==> src/rtl/vip_multi_target_detect_n_if.sv <==
// -----------------------------------------------------------------------------
// vip_multi_target_detect_n_if
// Binarised video stream bundle feeding the multi-target detector.
//   per_frame_vsync : high during the active frame
//   per_frame_href  : line valid (informational only, not read by the detector)
//   per_frame_clken : pixel strobe
//   per_img_bit     : foreground pixel
// Modports: master = video source, slave = detector.
// -----------------------------------------------------------------------------
interface vip_multi_target_detect_n_if;
   logic per_frame_vsync;
   logic per_frame_href;
   logic per_frame_clken;
   logic per_img_bit;

   modport master (
      output per_frame_vsync,
      output per_frame_href,
      output per_frame_clken,
      output per_img_bit
   );

   // href carries no information the detector needs, so the slave side omits it.
   modport slave (
      input per_frame_vsync,
      input per_frame_clken,
      input per_img_bit
   );
endinterface

==> src/rtl/vip_multi_target_detect_n.sv <==
// -----------------------------------------------------------------------------
// vip_multi_target_detect_n
// Multi-target bounding-box detector for the binarised video path. Tracks up
// to TARGET_NUM rectangles per frame; foreground pixels inside the min_dist
// neighbourhood of a live slot grow that slot, others open a new slot.
// Results are latched once per frame.
//
// Ports:
//   clk, rst_n       : pixel clock, asynchronous active-low reset
//   vin (slave)      : vsync / clken / foreground bit stream
//   min_dist         : merge neighbourhood radius in pixels
//   target_pos_out   : slot i at [i*W +: W], {valid, ymax, xmax, ymin, xmin}
//   target_cnt_out   : number of valid slots in the last frame
//   overflow_out     : last frame needed a slot when none was free
//   frame_done       : one-cycle pulse when the outputs update
//   target_area_out  : per-slot pixel count (MTD_AREA_EN only)
//
// Build option: define MTD_AREA_EN to add per-slot area counters, the
// MIN_AREA validity filter and the target_area_out port.
// -----------------------------------------------------------------------------
module vip_multi_target_detect_n #(
   parameter int IMG_HDISP  = 1280,
   parameter int IMG_VDISP  = 720,
   parameter int TARGET_NUM = 4,
   parameter int XW         = 11,
   parameter int YW         = 10,
   parameter int MIN_AREA   = 16
) (
   input  logic                              clk,
   input  logic                              rst_n,
   vip_multi_target_detect_n_if.slave        vin,
   input  logic [9:0]                        min_dist,
   output logic [TARGET_NUM*(1+2*XW+2*YW)-1:0] target_pos_out,
   output logic [4:0]                        target_cnt_out,
   output logic                              overflow_out,
   output logic                              frame_done
`ifdef MTD_AREA_EN
   ,
   output logic [TARGET_NUM*21-1:0]          target_area_out
`endif
);

   localparam int W  = 1 + 2*XW + 2*YW;
   localparam int MW = (XW > YW) ? XW : YW;
   localparam int CW = ((MW > 10) ? MW : 10) + 1;
   localparam int SW = (TARGET_NUM > 1) ? $clog2(TARGET_NUM) : 1;
   localparam logic [CW-1:0] XLIM = CW'(IMG_HDISP - 1);
   localparam logic [CW-1:0] YLIM = CW'(IMG_VDISP - 1);

   typedef enum logic [1:0] {IDLE, ACTIVE, DRAIN, LATCH} state_t;

   function automatic logic [CW-1:0] sub_sat(input logic [CW-1:0] a, input logic [CW-1:0] b);
      return (a > b) ? (a - b) : '0;
   endfunction

   function automatic logic [CW-1:0] add_sat(input logic [CW-1:0] a, input logic [CW-1:0] b,
                                             input logic [CW-1:0] lim);
      logic [CW-1:0] s;
      s = a + b;
      return (s > lim) ? lim : s;
   endfunction

   function automatic logic in_win(input logic [CW-1:0] p, input logic [CW-1:0] lo_edge,
                                   input logic [CW-1:0] hi_edge, input logic [CW-1:0] md,
                                   input logic [CW-1:0] lim);
      return (p >= sub_sat(lo_edge, md)) && (p <= add_sat(hi_edge, md, lim));
   endfunction

   state_t          state_q, state_d;
   logic            drain_q;
   logic            vsync_r;
   logic            start;
   logic [XW-1:0]   x_cnt;
   logic [YW-1:0]   y_cnt;

   logic            vld_p1;
   logic [XW-1:0]   x_p1;
   logic [YW-1:0]   y_p1;

   logic            slot_vld_p2 [TARGET_NUM];
   logic [XW-1:0]   xmin_p2     [TARGET_NUM];
   logic [XW-1:0]   xmax_p2     [TARGET_NUM];
   logic [YW-1:0]   ymin_p2     [TARGET_NUM];
   logic [YW-1:0]   ymax_p2     [TARGET_NUM];
   logic            ovf_p2;
`ifdef MTD_AREA_EN
   logic [20:0]     area_p2     [TARGET_NUM];
`endif

   logic            hit, free_ok;
   logic [SW-1:0]   hit_idx, free_idx;
   logic [TARGET_NUM-1:0] vf;
   logic [4:0]      cnt_c;
   logic [CW-1:0]   md;

   assign md    = CW'(min_dist);
   assign start = (state_q == IDLE) && vin.per_frame_vsync && !vsync_r;

   // vsync_r resets high so a reset released mid-frame never looks like a frame start.
   always_ff @(posedge clk or negedge rst_n) begin
      if (!rst_n) begin
         state_q <= IDLE;
         drain_q <= 1'b0;
         vsync_r <= 1'b1;
      end else begin
         state_q <= state_d;
         drain_q <= (state_q == DRAIN) ? ~drain_q : 1'b0;
         vsync_r <= vin.per_frame_vsync;
      end
   end

   always_comb begin
      state_d = state_q;
      case (state_q)
         IDLE:    if (vin.per_frame_vsync && !vsync_r) state_d = ACTIVE;
         ACTIVE:  if (!vin.per_frame_vsync && vsync_r) state_d = DRAIN;
         DRAIN:   if (drain_q) state_d = LATCH;
         LATCH:   state_d = IDLE;
         default: state_d = IDLE;
      endcase
   end

   always_ff @(posedge clk or negedge rst_n) begin
      if (!rst_n) begin
         x_cnt <= '0;
         y_cnt <= '0;
      end else if (start) begin
         x_cnt <= '0;
         y_cnt <= '0;
      end else if (state_q == ACTIVE && vin.per_frame_clken) begin
         if (x_cnt == XW'(IMG_HDISP - 1)) begin
            x_cnt <= '0;
            if (y_cnt != YW'(IMG_VDISP - 1)) y_cnt <= y_cnt + 1'b1;
         end else begin
            x_cnt <= x_cnt + 1'b1;
         end
      end
   end

   // ---- stage 1: register foreground strobe and its coordinates ----
   always_ff @(posedge clk or negedge rst_n) begin
      if (!rst_n) begin
         vld_p1 <= 1'b0;
         x_p1   <= '0;
         y_p1   <= '0;
      end else begin
         vld_p1 <= (state_q == ACTIVE) && vin.per_frame_clken && vin.per_img_bit;
         x_p1   <= x_cnt;
         y_p1   <= y_cnt;
      end
   end

   // ---- stage 2: window match against live slots, then grow/allocate ----
   // Scanning downward leaves the lowest matching and lowest free index.
   always_comb begin
      hit      = 1'b0;
      hit_idx  = '0;
      free_ok  = 1'b0;
      free_idx = '0;
      for (int i = TARGET_NUM - 1; i >= 0; i--) begin
         if (slot_vld_p2[i] &&
             in_win(CW'(x_p1), CW'(xmin_p2[i]), CW'(xmax_p2[i]), md, XLIM) &&
             in_win(CW'(y_p1), CW'(ymin_p2[i]), CW'(ymax_p2[i]), md, YLIM)) begin
            hit     = 1'b1;
            hit_idx = SW'(i);
         end
         if (!slot_vld_p2[i]) begin
            free_ok  = 1'b1;
            free_idx = SW'(i);
         end
      end
   end

   always_ff @(posedge clk or negedge rst_n) begin
      if (!rst_n) begin
         ovf_p2 <= 1'b0;
         for (int i = 0; i < TARGET_NUM; i++) begin
            slot_vld_p2[i] <= 1'b0;
            xmin_p2[i] <= '0; xmax_p2[i] <= '0; ymin_p2[i] <= '0; ymax_p2[i] <= '0;
`ifdef MTD_AREA_EN
            area_p2[i] <= '0;
`endif
         end
      end else if (start) begin
         ovf_p2 <= 1'b0;
         for (int i = 0; i < TARGET_NUM; i++) begin
            slot_vld_p2[i] <= 1'b0;
            xmin_p2[i] <= '0; xmax_p2[i] <= '0; ymin_p2[i] <= '0; ymax_p2[i] <= '0;
`ifdef MTD_AREA_EN
            area_p2[i] <= '0;
`endif
         end
      end else if (vld_p1) begin
         if (hit) begin
            if (x_p1 < xmin_p2[hit_idx]) xmin_p2[hit_idx] <= x_p1;
            if (x_p1 > xmax_p2[hit_idx]) xmax_p2[hit_idx] <= x_p1;
            if (y_p1 < ymin_p2[hit_idx]) ymin_p2[hit_idx] <= y_p1;
            if (y_p1 > ymax_p2[hit_idx]) ymax_p2[hit_idx] <= y_p1;
`ifdef MTD_AREA_EN
            if (area_p2[hit_idx] != '1) area_p2[hit_idx] <= area_p2[hit_idx] + 1'b1;
`endif
         end else if (free_ok) begin
            slot_vld_p2[free_idx] <= 1'b1;
            xmin_p2[free_idx] <= x_p1; xmax_p2[free_idx] <= x_p1;
            ymin_p2[free_idx] <= y_p1; ymax_p2[free_idx] <= y_p1;
`ifdef MTD_AREA_EN
            area_p2[free_idx] <= 21'd1;
`endif
         end else begin
            ovf_p2 <= 1'b1;
         end
      end
   end

   // ---- frame latch: final validity, popcount and output registers ----
   always_comb begin
      cnt_c = '0;
      for (int i = 0; i < TARGET_NUM; i++) begin
`ifdef MTD_AREA_EN
         vf[i] = slot_vld_p2[i] && (area_p2[i] >= 21'(MIN_AREA));
`else
         vf[i] = slot_vld_p2[i];
`endif
         cnt_c = cnt_c + 5'(vf[i]);
      end
   end

   always_ff @(posedge clk or negedge rst_n) begin
      if (!rst_n) begin
         target_pos_out  <= '0;
         target_cnt_out  <= '0;
         overflow_out    <= 1'b0;
         frame_done      <= 1'b0;
`ifdef MTD_AREA_EN
         target_area_out <= '0;
`endif
      end else begin
         frame_done <= (state_q == LATCH);
         if (state_q == LATCH) begin
            for (int i = 0; i < TARGET_NUM; i++) begin
               target_pos_out[i*W +: W] <= {vf[i], ymax_p2[i], xmax_p2[i], ymin_p2[i], xmin_p2[i]};
`ifdef MTD_AREA_EN
               target_area_out[i*21 +: 21] <= area_p2[i];
`endif
            end
            target_cnt_out <= cnt_c;
            overflow_out   <= ovf_p2;
         end
      end
   end

endmodule

==> src/flat_wrapper.sv <==
// flat-port wrapper written by rule: the top's interface ports become plain ports
module vip_multi_target_detect_n_flat 
#(
   parameter int IMG_HDISP  = 1280,
   parameter int IMG_VDISP  = 720,
   parameter int TARGET_NUM = 4,
   parameter int XW         = 11,
   parameter int YW         = 10,
   parameter int MIN_AREA   = 16
)
  (clk, rst_n, min_dist, target_pos_out, target_cnt_out, overflow_out, frame_done, vin_per_frame_vsync, vin_per_frame_clken, vin_per_img_bit);
  vip_multi_target_detect_n_if vin_i ();
  input  logic clk;
  input  logic rst_n;
  input  logic [9:0] min_dist;
  output logic [TARGET_NUM*(1+2*XW+2*YW)-1:0] target_pos_out;
  output logic [4:0] target_cnt_out;
  output logic overflow_out;
  output logic frame_done;
  input wire logic [$bits(vin_i.per_frame_vsync)-1:0] vin_per_frame_vsync;
  input wire logic [$bits(vin_i.per_frame_clken)-1:0] vin_per_frame_clken;
  input wire logic [$bits(vin_i.per_img_bit)-1:0] vin_per_img_bit;
  assign vin_i.per_frame_vsync = vin_per_frame_vsync;
  assign vin_i.per_frame_clken = vin_per_frame_clken;
  assign vin_i.per_img_bit = vin_per_img_bit;
  vip_multi_target_detect_n #(.IMG_HDISP(IMG_HDISP), .IMG_VDISP(IMG_VDISP), .TARGET_NUM(TARGET_NUM), .XW(XW), .YW(YW), .MIN_AREA(MIN_AREA)) u_core (.clk(clk), .rst_n(rst_n), .vin(vin_i), .min_dist(min_dist), .target_pos_out(target_pos_out), .target_cnt_out(target_cnt_out), .overflow_out(overflow_out), .frame_done(frame_done));
endmodule
==> config.mk <==
export PLATFORM = sky130hd
export DESIGN_NAME = vip_multi_target_detect_n_flat
export DESIGN_NICKNAME = d
export VERILOG_FILES = /design/src/rtl/vip_multi_target_detect_n_if.sv /design/src/rtl/vip_multi_target_detect_n.sv /design/src/flat_wrapper.sv
export SDC_FILE = /design/constraint.sdc
export NUM_CORES = 1
export LEC_CHECK = 0
export BUFFER_PORTS_ARGS = -buffer_cell sky130_fd_sc_hd__buf_4
export CAP_MARGIN = 15
export CORE_MARGIN = 1
export CORE_UTILIZATION = 56
export CTS_CLUSTER_DIAMETER = 50
export DETAILED_ROUTE_END_ITERATION = 6
export PLACE_DENSITY = 0.81
export SLEW_MARGIN = 20
export SYNTH_ARGS = -nofsm -noshare
export SYNTH_HDL_FRONTEND = slang
export SYNTH_SLANG_ARGS = --single-unit
==> constraint.sdc <==
create_clock -name clk -period 8 [get_ports clk]
set_input_delay 0.4 -clock clk [delete_from_list [all_inputs] [get_ports clk]]
set_output_delay 0.4 -clock clk [all_outputs]
set_load 0.01 [all_outputs]
* Word-level counts from Yosys, hierarchy flattened
Cells that the tools add are included.
** Cells by class
- Add/subtract/negate cells :: 21
- Magnitude comparators :: 40
- Bitwise gates (word level) :: 4
- Multipliers :: 0
- Equal/unequal tests :: 14
- Reduce and logical (&&, ||, !) cells :: 41
- Shift-type cells :: 0
- Divide/modulo/power cells :: 0
- Mux-type cells :: 102
** Operators by type and width (count)
- 2-to-1 mux 44 bit :: 10
- 2-to-1 mux 40 bit :: 10
- 2-to-1 mux 12 bit :: 16
- bitwise mux 44 bit :: 4
- bitwise mux 40 bit :: 4
- 2-to-1 mux 10 bit :: 10
- 2-to-1 mux 11 bit :: 9
- > comparator 10 bit :: 5
- adder 11 x 10 -> 12 bit :: 4
- >= comparator 10 x 12 -> 1 bit :: 4
- >= comparator 11 x 12 -> 1 bit :: 4
- > comparator 12 x 10 -> 1 bit, second input constant :: 4
- > comparator 12 x 11 -> 1 bit, second input constant :: 4
- <= comparator 10 x 12 -> 1 bit :: 4
- <= comparator 11 x 12 -> 1 bit :: 4
- subtractor 11 x 10 -> 12 bit :: 4
- adder 10 x 10 -> 11 bit :: 4
- binary-select mux 11 bit (select 2 bit) :: 2
- demux 11 bit (select 2 bit) :: 2
- > comparator 11 x 10 -> 1 bit :: 4
- subtractor 10 x 10 -> 11 bit :: 4
- binary-select mux 10 bit (select 2 bit) :: 2
- demux 10 bit (select 2 bit) :: 2
- logical AND 1 bit :: 24
- 29 further kinds :: 78
** Word-level totals
- Bits of input ports :: 15
- Bits in read-only memories :: 0
- Memories kept :: 0
- Latch bits :: 0
- RAM bits :: 0
- Bits in registers :: 399
- Word-level logic and storage cells :: 255

* Logic depth before layout (Yosys ltp)
Gate-level depths: netlist of the first run.
- Depth in word-level cells :: 21
- Depth in mapped cells :: 39

* Worst setup path before layout of the first run
OpenSTA, ideal clock, no wires.
- Path kind :: input to register
- Start point :: in min_dist[1]
- End point :: reg u_core.ymin_p2[20] (netlist bit)
- Arrival :: 8331 ps
- Data required time :: 7866 ps
- Stages :: 36
- Setup time :: 134 ps
- Path slack :: -465 ps
- Cells stage by stage :: inv_1 fa_1 nor2b_1 o21ai_0 a21boi_0 o21ai_0 a21oi_1 o21ai_0 a21boi_0 maj3_1 o2bb2ai_1 nand2b_1 ha_1 and2_1 a221oi_2 o21ai_1 or3_1 a2111o_1 nor2_1 nor2_1 nand2_1 clkbuf_1 o22ai_1 or2_2 ha_1 a21o_1 a21o_1 a21oi_1 o21a_1 o21ai_0 or3_1 nor4_1 a311o_1 buf_2 o221ai_4 o2bb2ai_1
** Between the ends
- Word-level cells in the longest chain between the ends :: 21
- Elaborated cells on any way between the ends :: 106
- Those cells by class :: add/sub: 16; order compare: 35; eq/ne: 1; mux: 34; bitwise: 1; reduce/logical: 19
** Ends and longest elaborated chain
- start: declaration :: RTL line flat_wrapper.sv:15 : input logic [9:0] min_dist;
- parallel branches: the longest is 21 deep, another holds adder 11 x 10 -> 12 bit
- end signal: indexed assignment :: RTL line vip_multi_target_detect_n.sv:205 : ymin_p2[free_idx] <= y_p1; ymax_p2[free_idx] <= y_p1;
- end: declaration :: RTL line vip_multi_target_detect_n.sv:83 : logic [YW-1:0] ymin_p2 [TARGET_NUM];
Several ways; the timed one is not identified. The select of a mux whose other input is x is not followed.
A chain may end at the register's enable or synchronous reset.

* Worst setup path after layout of the first run
- Start point :: reg u_core.xmax_p2[22] (netlist bit)
- End point :: reg u_core.ymin_p2[24] (netlist bit)
** Between the ends
- Word-level cells in the longest chain between the ends :: 19
- Elaborated cells on any way between the ends :: 29
- Those cells by class :: add/sub: 1; order compare: 5; eq/ne: 1; mux: 15; bitwise: 1; reduce/logical: 6
** Ends and longest elaborated chain
- start: declaration :: RTL line vip_multi_target_detect_n.sv:82 : logic [XW-1:0] xmax_p2 [TARGET_NUM];
- start signal: indexed assignment :: RTL line vip_multi_target_detect_n.sv:204 : xmin_p2[free_idx] <= x_p1; xmax_p2[free_idx] <= x_p1;
- adder 11 x 10 -> 12 bit (*) :: RTL line vip_multi_target_detect_n.sv:59 : s = a + b;
- > comparator 12 x 11 -> 1 bit :: RTL line vip_multi_target_detect_n.sv:60 : return (s > lim) ? lim : s;
- 2-to-1 mux 12 bit (*) :: RTL line vip_multi_target_detect_n.sv:60
- <= comparator 11 x 12 -> 1 bit (*) :: RTL line vip_multi_target_detect_n.sv:66 : return (p >= sub_sat(lo_edge, md)) && (p <= add_sat(hi_edge, md, lim));
- logical AND 1 bit (*) :: RTL line vip_multi_target_detect_n.sv:66
- logical AND 1 bit (*) :: RTL line vip_multi_target_detect_n.sv:161 : if (slot_vld_p2[i] &&
- logical AND 1 bit (*) :: RTL line vip_multi_target_detect_n.sv:162 : in_win(CW'(x_p1), CW'(xmin_p2[i]), CW'(xmax_p2[i]), md, XLIM) &&
- parallel branches: the longest is 12 deep, another holds < comparator 10 bit
Mark *: on every way between the ends. The select of a mux whose other input is x is not followed.

==> impl_metrics.prom, run 1 <==
# TYPE chip_impl_metric gauge
chip_impl_metric{name="pre_cts_slack",unit="ps"} -310
chip_impl_metric{name="drc",unit=""} 0
chip_impl_metric{name="finalNetCount",unit=""} 3525
chip_impl_metric{name="start_util",unit="%"} 57.1
chip_impl_metric{name="tns",unit="ps"} 0
chip_impl_metric{name="synthDominantCellAreaShare",unit="%"} 35.2
chip_impl_metric{name="dpl.cell_count",unit=""} 3722
chip_impl_info{name="end_kind",value="flip-flop"} 1
chip_impl_metric{name="placementRows",unit=""} 81
chip_impl_metric{name="drive_above_1_share",unit="%"} 23.8
chip_impl_metric{name="synth_cell_type_count",unit=""} 95
chip_impl_metric{name="height_of_the_die",unit="um"} 226
chip_impl_metric{name="ant_nets",unit=""} 0
chip_impl_metric{name="num_vias",unit=""} 25100
chip_impl_metric{name="die_w",unit="um"} 226
chip_impl_metric{name="io_buffer_count",unit=""} 191
chip_impl_metric{name="synth_seq_area_share",unit="%"} 35.3
chip_impl_metric{name="maxSlewViolCount",unit=""} 0
chip_impl_metric{name="synth_area_per_cell",unit="um2"} 10.1
chip_impl_metric{name="stdcell_count",unit=""} 3820
chip_impl_metric{name="clock_sink_count",unit=""} 397
chip_impl_metric{name="timing.final.setup_violations",unit=""} 0
chip_impl_metric{name="clock_skew",unit="ps"} 19.9
chip_impl_metric{name="ys_seq_elements",unit=""} 397
chip_impl_info{name="critPathKind",value="flip-flop to flip-flop"} 1
chip_impl_metric{name="worstPathMaxFanout",unit=""} 10
chip_impl_metric{name="postLayoutSetupSlackWorst",unit="ps"} 296
chip_impl_metric{name="design_power_total",unit="uW"} 7510
chip_impl_metric{name="gr-usage-all-layers",unit="%"} 37.6
chip_impl_info{name="hold_ep",value="u_core.vld_p1"} 1
chip_impl_metric{name="worstRegToRegCells",unit=""} 38
chip_impl_metric{name="mappedNetlistArea",unit="mm2"} 0.0281
chip_impl_metric{name="cts.path.max_buffers",unit=""} 3
chip_impl_metric{name="grt_pass1_vias",unit=""} 24500
chip_impl_metric{name="worst-endpoint-required",unit="ps"} 8470
chip_impl_metric{name="max_slew.worst_pin.slew",unit="ps"} 1250
chip_impl_metric{name="globalplace.congestion",unit=""} 1.00
chip_impl_metric{name="detail_route.first_pass.iterations",unit=""} 6
chip_impl_metric{name="max_freq",unit="GHz"} 0.130
chip_impl_metric{name="pwr_density_cell",unit="mW/mm2"} 225
chip_impl_metric{name="timing.hold.worst_path_depth",unit=""} 2
chip_impl_metric{name="maxCapViolations",unit=""} 0
chip_impl_info{name="post_synth_main_area_contributors",value="dfrtp_1, ha_1, mux2_2, o2bb2ai_1, nand2_1"} 1
chip_impl_metric{name="synth-edff-count",unit=""} 0
chip_impl_metric{name="htreeDepth",unit=""} 2
chip_impl_metric{name="synthArstFlopShare",unit="%"} 100
chip_impl_info{name="dominant_synthesized_flop_cell",value="dfrtp_1"} 1
chip_impl_metric{name="final.period_utilization",unit="%"} 96.3
chip_impl_metric{name="worst-r2r-setup-slack",unit="ps"} 300
chip_impl_metric{name="grt_overflow",unit=""} 0
chip_impl_metric{name="synth.yosys.warnings",unit=""} 0
chip_impl_info{name="yosysMostFrequentCell",value="dfrtp_1"} 1
chip_impl_metric{name="hpwl",unit="um"} 71700
chip_impl_metric{name="final_period_minus_worst_setup_slack",unit="ps"} 7700
chip_impl_metric{name="hold_violations",unit=""} 0
chip_impl_metric{name="routedWlPerCell",unit="um"} 25.2
chip_impl_info{name="critical_path_source_type",value="flip-flop"} 1
chip_impl_info{name="yosys.area.top_type",value="dfrtp_1"} 1
chip_impl_info{name="clock_tree_from_tritoncts",value="built"} 1
chip_impl_metric{name="grt_pass1_wl",unit="um"} 144000
chip_impl_info{name="ctsRootBufferMaster",value="clkbuf_16"} 1
chip_impl_metric{name="floorplan.core_area",unit="mm2"} 0.0493
chip_impl_metric{name="drt-vias-per-instance",unit=""} 6.56
chip_impl_metric{name="die-area",unit="mm2"} 0.0511
chip_impl_info{name="result_of_the_run",value="completed"} 1
chip_impl_metric{name="synthCells",unit=""} 2790
chip_impl_info{name="crit_path_top_delay_cell",value="a2111o_1"} 1
chip_impl_info{name="synthTopCellsByCount",value="dfrtp_1, ha_1, nand2_1, mux2_2, o2bb2ai_1"} 1
chip_impl_metric{name="critical_path.max_stage_delay",unit="ps"} 470
chip_impl_metric{name="clk_transition_reported_paths",unit="ps"} 70
chip_impl_info{name="regToRegStartpoint",value="u_core.xmax_p2[22]"} 1
chip_impl_metric{name="worstPathArrival",unit="ps"} 8180
chip_impl_metric{name="worst_skew_pair.late_latency",unit="ps"} 620
chip_impl_metric{name="antenna_violations_before_repair",unit=""} 4
chip_impl_metric{name="area_grow_syn2layout",unit="%"} 18.4
chip_impl_metric{name="grt_start_max_net_pins",unit=""} 189
chip_impl_metric{name="leakage_power_total",unit="uW"} 0.0162
chip_impl_info{name="hp-start",value="vin_per_img_bit"} 1
chip_impl_info{name="endpoint_of_the_worst_register_to_register_path",value="u_core.ymin_p2[24]"} 1
chip_impl_metric{name="slew_headroom",unit="%"} 15.7
chip_impl_metric{name="cts_buffers",unit=""} 50
chip_impl_info{name="holdCritPathClass",value="primary input to flip-flop"} 1
chip_impl_metric{name="detail_route.iter0.violations",unit=""} 2402
chip_impl_metric{name="ir_worst_vdd",unit="mV"} 0.205
chip_impl_metric{name="ios",unit=""} 194
chip_impl_metric{name="wirelength",unit="um"} 96300
[how the worst max path moves through the flow]
stage	start	endpoint	slack (ps)	depth (start not counted)
final	u_core.xmax_p2[22]	u_core.ymin_p2[24]	300	38
after CTS	u_core.xmax_p2[22]	u_core.ymin_p2[11]	9	37
after global routing	u_core.xmax_p2[22]	u_core.ymin_p2[24]	-50	37
after global placement	min_dist[0]	u_core.ymin_p2[13]	-60	37
after floorplan	min_dist[1]	u_core.ymin_p2[20]	40	36
after detailed placement	min_dist[0]	u_core.ymin_p2[21]	-310	37
[power by group]
group          total (uW)  internal (uW)  leakage (uW)  switching (uW)
sequential           2250           2120       0.00551             131
clock                2250           1280      0.000808             969
combinational        3010           1240       0.00990            1770
total                7510           4640        0.0162            2870
[what timing repair did]
action,in CTS,in global routing
hold endpoints to repair,62,0
pin swaps,0,10
setup buffers,0,1
resized for setup,3,56
hold buffers,2,0
setup endpoints to repair,36,168
cloned,0,2
[cell type report]
cell class | count | area (um2)
fill | 3782 | 16000
antenna | 1 | 2.50
multi-input combinational | 2207 | 17800
clock buffer | 63 | 1370
sequential | 397 | 9940
tap | 664 | 831
timing repair buffer | 351 | 2710
inverter | 109 | 413
clock inverter | 28 | 287
[worst max-delay path, delay by kind of cell (launching register included)]
family	cells	cell delay, ps
compound gates	18	2990
fa+ha+maj	5	1420
buf+inv	4	580
flops	1	400
simple gates	11	2160
[layer usage]
metal / track usage (%) / part of all wire [%] / vias to the layer above
met5: 0.0978 / 0.036 / -
met4: 20.3 / 6.2 / 6
met3: 8.74 / 9.9 / 383
met2: 58.0 / 44 / 1271
met1: 48.8 / 40 / 12200
li1: - / - / 11200
[layout by cell type, fill, tap and decap left out, types with 16 or more instances in the layout]
cell / count
nand3_1: 36
nand4_1: 48
or2_2: 51
clkbuf_16: 51
o21bai_1: 16
o21ai_0: 95
ha_1: 376
xnor2_1: 69
a21oi_1: 145
inv_1: 108
nand2_1: 218
buf_4: 344
o21a_1: 41
o2bb2ai_1: 151
xor2_1: 37
o211ai_1: 27
o22ai_1: 82
nor2_1: 154
a21o_1: 46
a211oi_1: 24
nor2b_1: 40
nor3_1: 35
nand2b_1: 33
mux2_2: 178
dfrtp_1: 392
[cells by family (layout without fill, tap and decap cells)]
kind of cell | Yosys count | in the layout | share of synthesized area (%)
compound gates | 807 | 809 | 20.9
xor+xnor | 106 | 106 | 3.30
fa+ha+maj | 396 | 396 | 18.0
buf+inv | 189 | 551 | 2.61
flops | 397 | 397 | 35.3
mux | 180 | 180 | 7.20
other cells | 1 | 3 | 0.0133
simple gates | 714 | 714 | 12.7
[registers in the layout, indices dropped and copies added, names as in the netlist]
name and flops:
u_core.target_pos_out 172, u_core.xmin_p2 44, u_core.target_cnt_out 3, u_core.ymin_p2 40, u_core.y_p1 10, u_core.frame_done 1
u_core.slot_vld_p2 4, u_core.x_p1 11, u_core.state_q 2, u_core.y_cnt 10, u_core.ymax_p2 40, u_core.xmax_p2 44
u_core.x_cnt 11, u_core.ovf_p2 1, u_core.vsync_r 1, u_core.drain_q 1, u_core.overflow_out 1, u_core.vld_p1 1
[metrics by stage]
step	util [%]	hold slack [ps]	cell area [um2]
2_1_floorplan	-	104	28200
3_5_place_dp	63.6	369	31300
4_1_cts	67.0	54.9	33000
3_3_place_gp	63.6	365	31300
6_report	67.6	92.6	33300
5_1_grt	67.6	66.3	33300
(Power assumes the default switching activity.)
==> run 2: changes to the inputs <==
- CORE_MARGIN: 1 -> 4
==> run 2 against run 1 <==
Compared with the run above: power increased by 0.66%; critical path depth is 3 lower; routed wire length barely moved; flip-flop and latch count did not move; sequential share of layout area down 0.20 points; cell area rose by 0.67%; die area rose by 5.4%; utilization rose by 0.45 points; non-clock buffer count shrank 9; critical endpoint is now u_core.ymin_p2[12]; highest routed layer unchanged.
==> impl_metrics.prom, run 2 (synthesis gave the netlist of run 1 again) <==
# TYPE chip_impl_metric gauge
chip_impl_info{name="result_of_the_run",value="completed"} 1
chip_impl_info{name="endpoint_of_the_worst_register_to_register_path",value="u_core.ymin_p2[12]"} 1
chip_impl_info{name="regToRegStartpoint",value="u_core.ymax_p2[0]"} 1
chip_impl_metric{name="pwr-share-seq",unit="%"} 30.1
chip_impl_metric{name="floorplan.core_area",unit="mm2"} 0.0493
chip_impl_info{name="reg_top3",value="u_core.target_pos_out (172), u_core.xmax_p2 (44), u_core.xmin_p2 (44)"} 1
chip_impl_metric{name="worstRegToRegCells",unit=""} 35
chip_impl_metric{name="power.share.combinational",unit="%"} 39.2
chip_impl_metric{name="io_buffer_count",unit=""} 191
chip_impl_metric{name="worst-endpoint-required",unit="ps"} 8460
chip_impl_metric{name="worstPathArrival",unit="ps"} 8240
chip_impl_metric{name="pre_cts_slack",unit="ps"} -391
chip_impl_metric{name="wp_buf_inv",unit=""} 2
chip_impl_metric{name="detail_route.iter0.violations",unit=""} 2444
chip_impl_info{name="end_kind",value="flip-flop"} 1
chip_impl_metric{name="critical_path.max_stage_delay",unit="ps"} 460
chip_impl_metric{name="grt_overflow",unit=""} 0
chip_impl_metric{name="ios",unit=""} 194
chip_impl_metric{name="switchingPower",unit="uW"} 2810
chip_impl_metric{name="globalplace.congestion",unit=""} 1.03
chip_impl_info{name="commonest_non_fill_non_tap_cells_in_the_layout",value="dfrtp_1, ha_1, buf_4"} 1
chip_impl_metric{name="worst-r2r-setup-slack",unit="ps"} 210
chip_impl_metric{name="maxCapViolations",unit=""} 0
chip_impl_metric{name="pwr_density_cell",unit="mW/mm2"} 225
chip_impl_info{name="hp-start",value="vin_per_img_bit"} 1
chip_impl_metric{name="maxSlewViolCount",unit=""} 0
chip_impl_metric{name="num_vias",unit=""} 25100
chip_impl_metric{name="timing.hold.worst_path_depth",unit=""} 2
chip_impl_metric{name="die_w",unit="um"} 232
chip_impl_metric{name="gr-usage-all-layers",unit="%"} 34.8
chip_impl_metric{name="worst_skew_pair.late_latency",unit="ps"} 620
chip_impl_metric{name="fin_worst_hold_slack",unit="ps"} 51.1
chip_impl_metric{name="height_of_the_die",unit="um"} 232
chip_impl_metric{name="placementRows",unit=""} 81
chip_impl_metric{name="grt_start_max_net_pins",unit=""} 166
chip_impl_metric{name="die-area",unit="mm2"} 0.0539
chip_impl_metric{name="wirelength",unit="um"} 96300
chip_impl_metric{name="slew_headroom",unit="%"} 24.5
chip_impl_metric{name="timing.final.setup_violations",unit=""} 0
chip_impl_metric{name="max_slew.worst_pin.slew",unit="ps"} 1130
chip_impl_metric{name="postLayoutSetupSlackWorst",unit="ps"} 214
chip_impl_info{name="ctsRootBufferMaster",value="clkbuf_16"} 1
chip_impl_metric{name="htreeDepth",unit=""} 2
chip_impl_info{name="layout_commonest_cell",value="dfrtp_1"} 1
chip_impl_metric{name="cts.path.max_buffers",unit=""} 3
chip_impl_metric{name="power.switching_fraction",unit="%"} 37.2
chip_impl_metric{name="grt_pass1_vias",unit=""} 24800
chip_impl_metric{name="drive_above_1_share",unit="%"} 24.1
chip_impl_metric{name="leakage_power_total",unit="uW"} 0.0162
chip_impl_info{name="critPathKind",value="flip-flop to flip-flop"} 1
chip_impl_info{name="max_flop_register",value="u_core.target_pos_out"} 1
chip_impl_metric{name="clock_share_of_power",unit="%"} 30.6
chip_impl_metric{name="start_util",unit="%"} 57.1
chip_impl_metric{name="area_grow_syn2layout",unit="%"} 19.2
chip_impl_info{name="hold_ep",value="u_core.vld_p1"} 1
chip_impl_metric{name="hpwl",unit="um"} 70900
chip_impl_info{name="holdCritPathClass",value="primary input to flip-flop"} 1
chip_impl_info{name="clock_tree_from_tritoncts",value="built"} 1
chip_impl_metric{name="drt-vias-per-instance",unit=""} 6.59
chip_impl_metric{name="clock_skew",unit="ps"} 46.3
chip_impl_metric{name="cts_buffers",unit=""} 49
chip_impl_metric{name="ant_nets",unit=""} 0
chip_impl_info{name="critical_path_source_type",value="flip-flop"} 1
chip_impl_metric{name="detail_route.first_pass.iterations",unit=""} 5
chip_impl_metric{name="drc",unit=""} 0
chip_impl_metric{name="clock_sink_count",unit=""} 397
chip_impl_metric{name="finalNetCount",unit=""} 3515
chip_impl_metric{name="routedWlPerCell",unit="um"} 25.3
chip_impl_metric{name="antenna_violations_before_repair",unit=""} 3
chip_impl_metric{name="final_period_minus_worst_setup_slack",unit="ps"} 7790
chip_impl_metric{name="hold_violations",unit=""} 0
chip_impl_metric{name="flip_flop_count_of_the_largest_register_all_copies_and_words_added",unit=""} 172
chip_impl_info{name="path_delay_family",value="compound AO/OA/AOI/OAI gates"} 1
chip_impl_metric{name="grt_pass1_wl",unit="um"} 145000
chip_impl_metric{name="max_freq",unit="GHz"} 0.128
chip_impl_info{name="crit_path_top_delay_cell",value="dfrtp_2"} 1
chip_impl_metric{name="clk_transition_reported_paths",unit="ps"} 60
chip_impl_metric{name="worstPathMaxFanout",unit=""} 5
chip_impl_metric{name="p_int",unit="uW"} 4740
chip_impl_metric{name="ir_worst_vdd",unit="mV"} 0.294
chip_impl_metric{name="final.period_utilization",unit="%"} 97.3
run 2: per-layer routing:
metal / track usage (%) / vias up / routed length, um
met5: 0 / - / 25
met4: 16.6 / 4 / 5330
met3: 8.26 / 358 / 10100
met2: 56.3 / 1327 / 44100
met1: 44.2 / 12200 / 36800
li1: - / 11200 / -
run 2: how the worst max path moves through the flow:
stage                            start                 end  slack (ps)  depth (start not counted)
detailed placement         min_dist[0]  u_core.ymax_p2[14]        -390                         38
global placement           min_dist[0]  u_core.ymax_p2[19]           9                         38
floorplan                  min_dist[1]  u_core.ymin_p2[20]          40                         36
global route        u_core.ymax_p2[10]  u_core.ymin_p2[12]        -180                         34
CTS                 u_core.xmax_p2[33]  u_core.ymax_p2[14]           4                         37
finish               u_core.ymax_p2[0]  u_core.ymin_p2[12]         210                         35
run 2: metrics by stage:
stage / std cells / util, % / cell area (um2) / total power [uW] / TNS (ps)
finish: 3809 / 68.1 / 33500 / 7560 / 0
global route: 3809 / 68.1 / 33500 / 7870 / -8410
CTS: 3802 / 67.0 / 33000 / 7400 / 0
detailed placement: 3711 / 63.5 / 31300 / 5060 / -38690
global placement: 3711 / 63.5 / 31300 / 4980 / 0
floorplan: 2791 / - / 28200 / 4060 / 0
run 2: worst register-to-register path, delay by kind of cell (launching register included):
| family | cells | cell delay [ps] |
|---|---|---|
| xor+xnor | 1 | 220 |
| buf+inv | 2 | 410 |
| compound gates | 22 | 4050 |
| flops | 1 | 460 |
| fa+ha+maj | 4 | 1200 |
| simple gates | 6 | 1320 |
run 2: what timing repair did:
action	in CTS	in global routing
setup buffers	0	3
endpoints found under the setup margin	113	168
gates cloned	0	3
pin swaps	0	37
endpoints found under the hold margin	85	0
gates resized for setup	7	95
hold buffers	2	0
run 2: power groups by stage:
stage / sequential (uW) / clock, uW / combinational, uW
2_1_floorplan: 2260 / 0 / 1800
6_report: 2280 / 2320 / 2960
4_1_cts: 2270 / 2340 / 2790
5_1_grt: 2280 / 2420 / 3170
3_3_place_gp: 2300 / 0 / 2680
3_5_place_dp: 2310 / 0 / 2760
run 2: final cells by class:
type | instances | area, um2
multi-input cells | 2207 | 18000
fillers | 3743 | 15700
flip-flops and latches | 397 | 9940
repair buffers | 342 | 2680
clock buffers | 60 | 1300
well taps | 664 | 831
inverters | 109 | 413
clock inverters | 29 | 400
diodes | 1 | 2.50
==> run 3: changes to the inputs <==
--- a/config.mk
+++ b/config.mk
@@ -7,5 +7,4 @@
 export LEC_CHECK = 0
 export BUFFER_PORTS_ARGS = -buffer_cell sky130_fd_sc_hd__buf_4
-export CAP_MARGIN = 15
 export CORE_MARGIN = 4
 export CORE_UTILIZATION = 56
==> constraint.sdc (replaced) <==
create_clock -name clk -period 8 [get_ports clk]
set_input_delay 1.2 -clock clk [delete_from_list [all_inputs] [get_ports clk]]
set_output_delay 1.2 -clock clk [all_outputs]
set_load 0.01 [all_outputs]
==> run 3 against run 2 <==
Compared with the run above: the run now ends with setup timing left; routed wire length up 8.6%; first-iteration DRC count up 11%; setup slack worse by 310 ps; sequential share of layout area down 2.7 points; sequential power about the same; register-to-register slack worse by 80 ps; critical endpoint is now u_core.xmax_p2[33]; largest cell class unchanged; largest power group unchanged.
==> impl_metrics.prom, run 3 (synthesis gave the netlist of run 1 again) <==
# TYPE chip_impl_metric gauge
chip_impl_metric{name="worstPathArrival",unit="ps"} 8600
chip_impl_metric{name="final_period_minus_worst_setup_slack",unit="ps"} 8100
chip_impl_info{name="cp-startpoint",value="min_dist[1]"} 1
chip_impl_metric{name="worst-r2r-setup-slack",unit="ps"} 130
chip_impl_metric{name="height_of_the_die",unit="um"} 232
chip_impl_metric{name="max_freq",unit="GHz"} 0.123
chip_impl_metric{name="detail_route.first_pass.iterations",unit=""} 6
chip_impl_info{name="hp-start",value="u_core.y_cnt[5]"} 1
chip_impl_metric{name="hpwl",unit="um"} 74200
chip_impl_metric{name="leakage_power_total",unit="uW"} 0.0179
chip_impl_info{name="violations_in_the_final_reports",value="setup timing"} 1
chip_impl_info{name="worst_path_most_repeated_cell",value="buf_4"} 1
chip_impl_metric{name="grt_pass1_vias",unit=""} 26800
chip_impl_metric{name="maxCapViolations",unit=""} 0
chip_impl_metric{name="finalNetCount",unit=""} 3803
chip_impl_metric{name="wirelength",unit="um"} 105000
chip_impl_metric{name="drc",unit=""} 0
chip_impl_info{name="regToRegStartpoint",value="u_core.xmax_p2[34]"} 1
chip_impl_metric{name="design_power_total",unit="uW"} 8440
chip_impl_info{name="ctsRootBufferMaster",value="clkbuf_16"} 1
chip_impl_metric{name="detail_route.iter0.violations",unit=""} 2717
chip_impl_metric{name="worst_skew_pair.late_latency",unit="ps"} 610
chip_impl_metric{name="pre_cts_slack",unit="ps"} -1220
chip_impl_metric{name="maxSlewViolCount",unit=""} 0
chip_impl_metric{name="hold_buf_cts",unit=""} 0
chip_impl_info{name="critPathKind",value="primary input to flip-flop"} 1
chip_impl_metric{name="routedWlPerCell",unit="um"} 25.5
chip_impl_metric{name="slew_headroom",unit="%"} 23.4
chip_impl_metric{name="multi_input_area",unit="mm2"} 0.0187
chip_impl_metric{name="drive_above_1_share",unit="%"} 33.6
chip_impl_metric{name="clock_sink_count",unit=""} 397
chip_impl_metric{name="postLayoutCellArea",unit="mm2"} 0.0369
chip_impl_metric{name="ios",unit=""} 194
chip_impl_metric{name="seqCellArea",unit="mm2"} 0.00994
chip_impl_info{name="reg_top3",value="u_core.target_pos_out (172), u_core.xmax_p2 (44), u_core.xmin_p2 (44)"} 1
chip_impl_metric{name="die-area",unit="mm2"} 0.0539
chip_impl_metric{name="grt_pass1_wl",unit="um"} 155000
chip_impl_metric{name="postLayoutSetupSlackWorst",unit="ps"} -100
chip_impl_metric{name="worst-endpoint-required",unit="ps"} 8500
chip_impl_info{name="clock_tree_from_tritoncts",value="built"} 1
chip_impl_metric{name="timing.final.setup_violations",unit=""} 116
chip_impl_metric{name="grt_start_max_net_pins",unit=""} 168
chip_impl_info{name="layout_commonest_cell",value="buf_4"} 1
chip_impl_metric{name="grt_overflow",unit=""} 0
chip_impl_metric{name="die_w",unit="um"} 232
chip_impl_metric{name="cts_buffers",unit=""} 51
chip_impl_metric{name="clk_transition_reported_paths",unit="ps"} 70
chip_impl_metric{name="antenna_diode_instance_count",unit=""} 0
chip_impl_info{name="commonest_non_fill_non_tap_cells_in_the_layout",value="buf_4, dfrtp_1, ha_1"} 1
chip_impl_info{name="crit_path_top_delay_cell",value="fa_2"} 1
chip_impl_metric{name="hold_violations",unit=""} 0
chip_impl_metric{name="placementRows",unit=""} 81
chip_impl_metric{name="floorplan.core_area",unit="mm2"} 0.0493
chip_impl_info{name="result_of_the_run",value="finished with violations"} 1
chip_impl_metric{name="globalplace.congestion",unit=""} 1.02
chip_impl_metric{name="gr-usage-all-layers",unit="%"} 37.1
chip_impl_info{name="critical_path_source_type",value="primary input"} 1
chip_impl_info{name="rsz0062_at_grt",value="true"} 1
chip_impl_metric{name="worstRegToRegCells",unit=""} 47
chip_impl_metric{name="start_util",unit="%"} 57.1
chip_impl_metric{name="drt-vias-per-instance",unit=""} 6.56
chip_impl_metric{name="final.period_utilization",unit="%"} 101
chip_impl_info{name="max_flop_register",value="u_core.target_pos_out"} 1
chip_impl_metric{name="io_buffer_count",unit=""} 191
chip_impl_metric{name="dpl.cell_count",unit=""} 3951
chip_impl_metric{name="clock_skew",unit="ps"} 20.3
chip_impl_metric{name="area_grow_syn2layout",unit="%"} 31.2
chip_impl_metric{name="num_vias",unit=""} 26900
chip_impl_metric{name="fillCellCount",unit=""} 3298
chip_impl_info{name="holdCritPathClass",value="flip-flop to flip-flop"} 1
chip_impl_metric{name="critical_path.max_stage_delay",unit="ps"} 430
chip_impl_metric{name="placed_area",unit="mm2"} 0.0334
chip_impl_metric{name="stdcell_count",unit=""} 4100
chip_impl_info{name="hold_ep",value="u_core.y_p1[5]"} 1
chip_impl_metric{name="ir_worst_vdd",unit="mV"} 0.358
chip_impl_metric{name="flip_flop_count_of_the_largest_register_all_copies_and_words_added",unit=""} 172
chip_impl_metric{name="max_slew.worst_pin.slew",unit="ps"} 1150
chip_impl_metric{name="antenna_violations_before_repair",unit=""} 1
chip_impl_metric{name="worstPathMaxFanout",unit=""} 8
chip_impl_info{name="end_kind",value="flip-flop"} 1
chip_impl_info{name="endpoint_of_the_worst_register_to_register_path",value="u_core.xmax_p2[33]"} 1
chip_impl_metric{name="ant_nets",unit=""} 0
chip_impl_metric{name="htreeDepth",unit=""} 2
chip_impl_metric{name="timing.hold.worst_path_depth",unit=""} 0
chip_impl_metric{name="pwr_density_cell",unit="mW/mm2"} 229
chip_impl_metric{name="cts.path.max_buffers",unit=""} 3
## run 3: cell types whose count changed in the layout (fill, tap and decap cells not counted), moves of 12 or more
cell	previous run	this run
buf_6	6	26
buf_12	5	23
a21oi_2	6	19
o2bb2ai_2	10	40
ha_4	3	16
buf_4	327	568
a21oi_1	145	133
o2bb2ai_1	148	118
ha_1	373	358
## run 3: how the worst max path moves through the flow
stage	slack, ps	to
6_report	-100	u_core.xmax_p2[33]
5_1_grt	-380	u_core.ymin_p2[20]
4_1_cts	6	u_core.ymin_p2[18]
3_5_place_dp	-1220	u_core.xmax_p2[34]
3_3_place_gp	-930	u_core.xmin_p2[18]
2_1_floorplan	-270	u_core.ymax_p2[28]
## run 3: timing repair
| item | in CTS | in global routing |
|---|---|---|
| setup endpoints to repair | 168 | 168 |
| gates resized for setup | 59 | 183 |
| cloned | 5 | 13 |
| pin swaps | 28 | 72 |
| setup buffers | 24 | 17 |
## run 3: final cells by class
cell class,count,share of cell area (%)
clock inverters,32,1.21
multi-input cells,2212,50.8
inverters,109,1.12
well taps,664,2.25
clock buffers,63,3.89
flip-flops and latches,397,26.9
repair buffers,623,13.8
## run 3: power by group
group | switching (uW) | total, uW | internal [uW]
sequential | 147 | 2260 | 2120
clock | 985 | 2540 | 1560
combinational | 2010 | 3630 | 1620
total | 3150 | 8440 | 5300
## run 3: stage by stage
step | hold slack (ps) | util, % | setup TNS, ps
final | 437 | 74.9 | -6520
after global routing | 451 | 74.9 | -42610
after CTS | 430 | 72.8 | 0
after detailed placement | 417 | 67.9 | -180910
after global placement | 403 | 67.9 | -135660
after floorplan | 382 | - | -22720
## run 3: metal layers
layer / vias to the layer above / track usage (%) / share of wire, %
li1: 11800 / - / -
met1: 13000 / 46.7 / 38
met2: 1630 / 59.4 / 45
met3: 525 / 8.23 / 10
met4: 0 / 20.7 / 7.2
met5: - / 0 / 0
## run 3: critical path, delay by kind of cell
kind,cells,cell delay (ps)
compound gates,13,2060
fa+ha+maj,3,920
buf+inv,19,2540
simple gates,13,1860
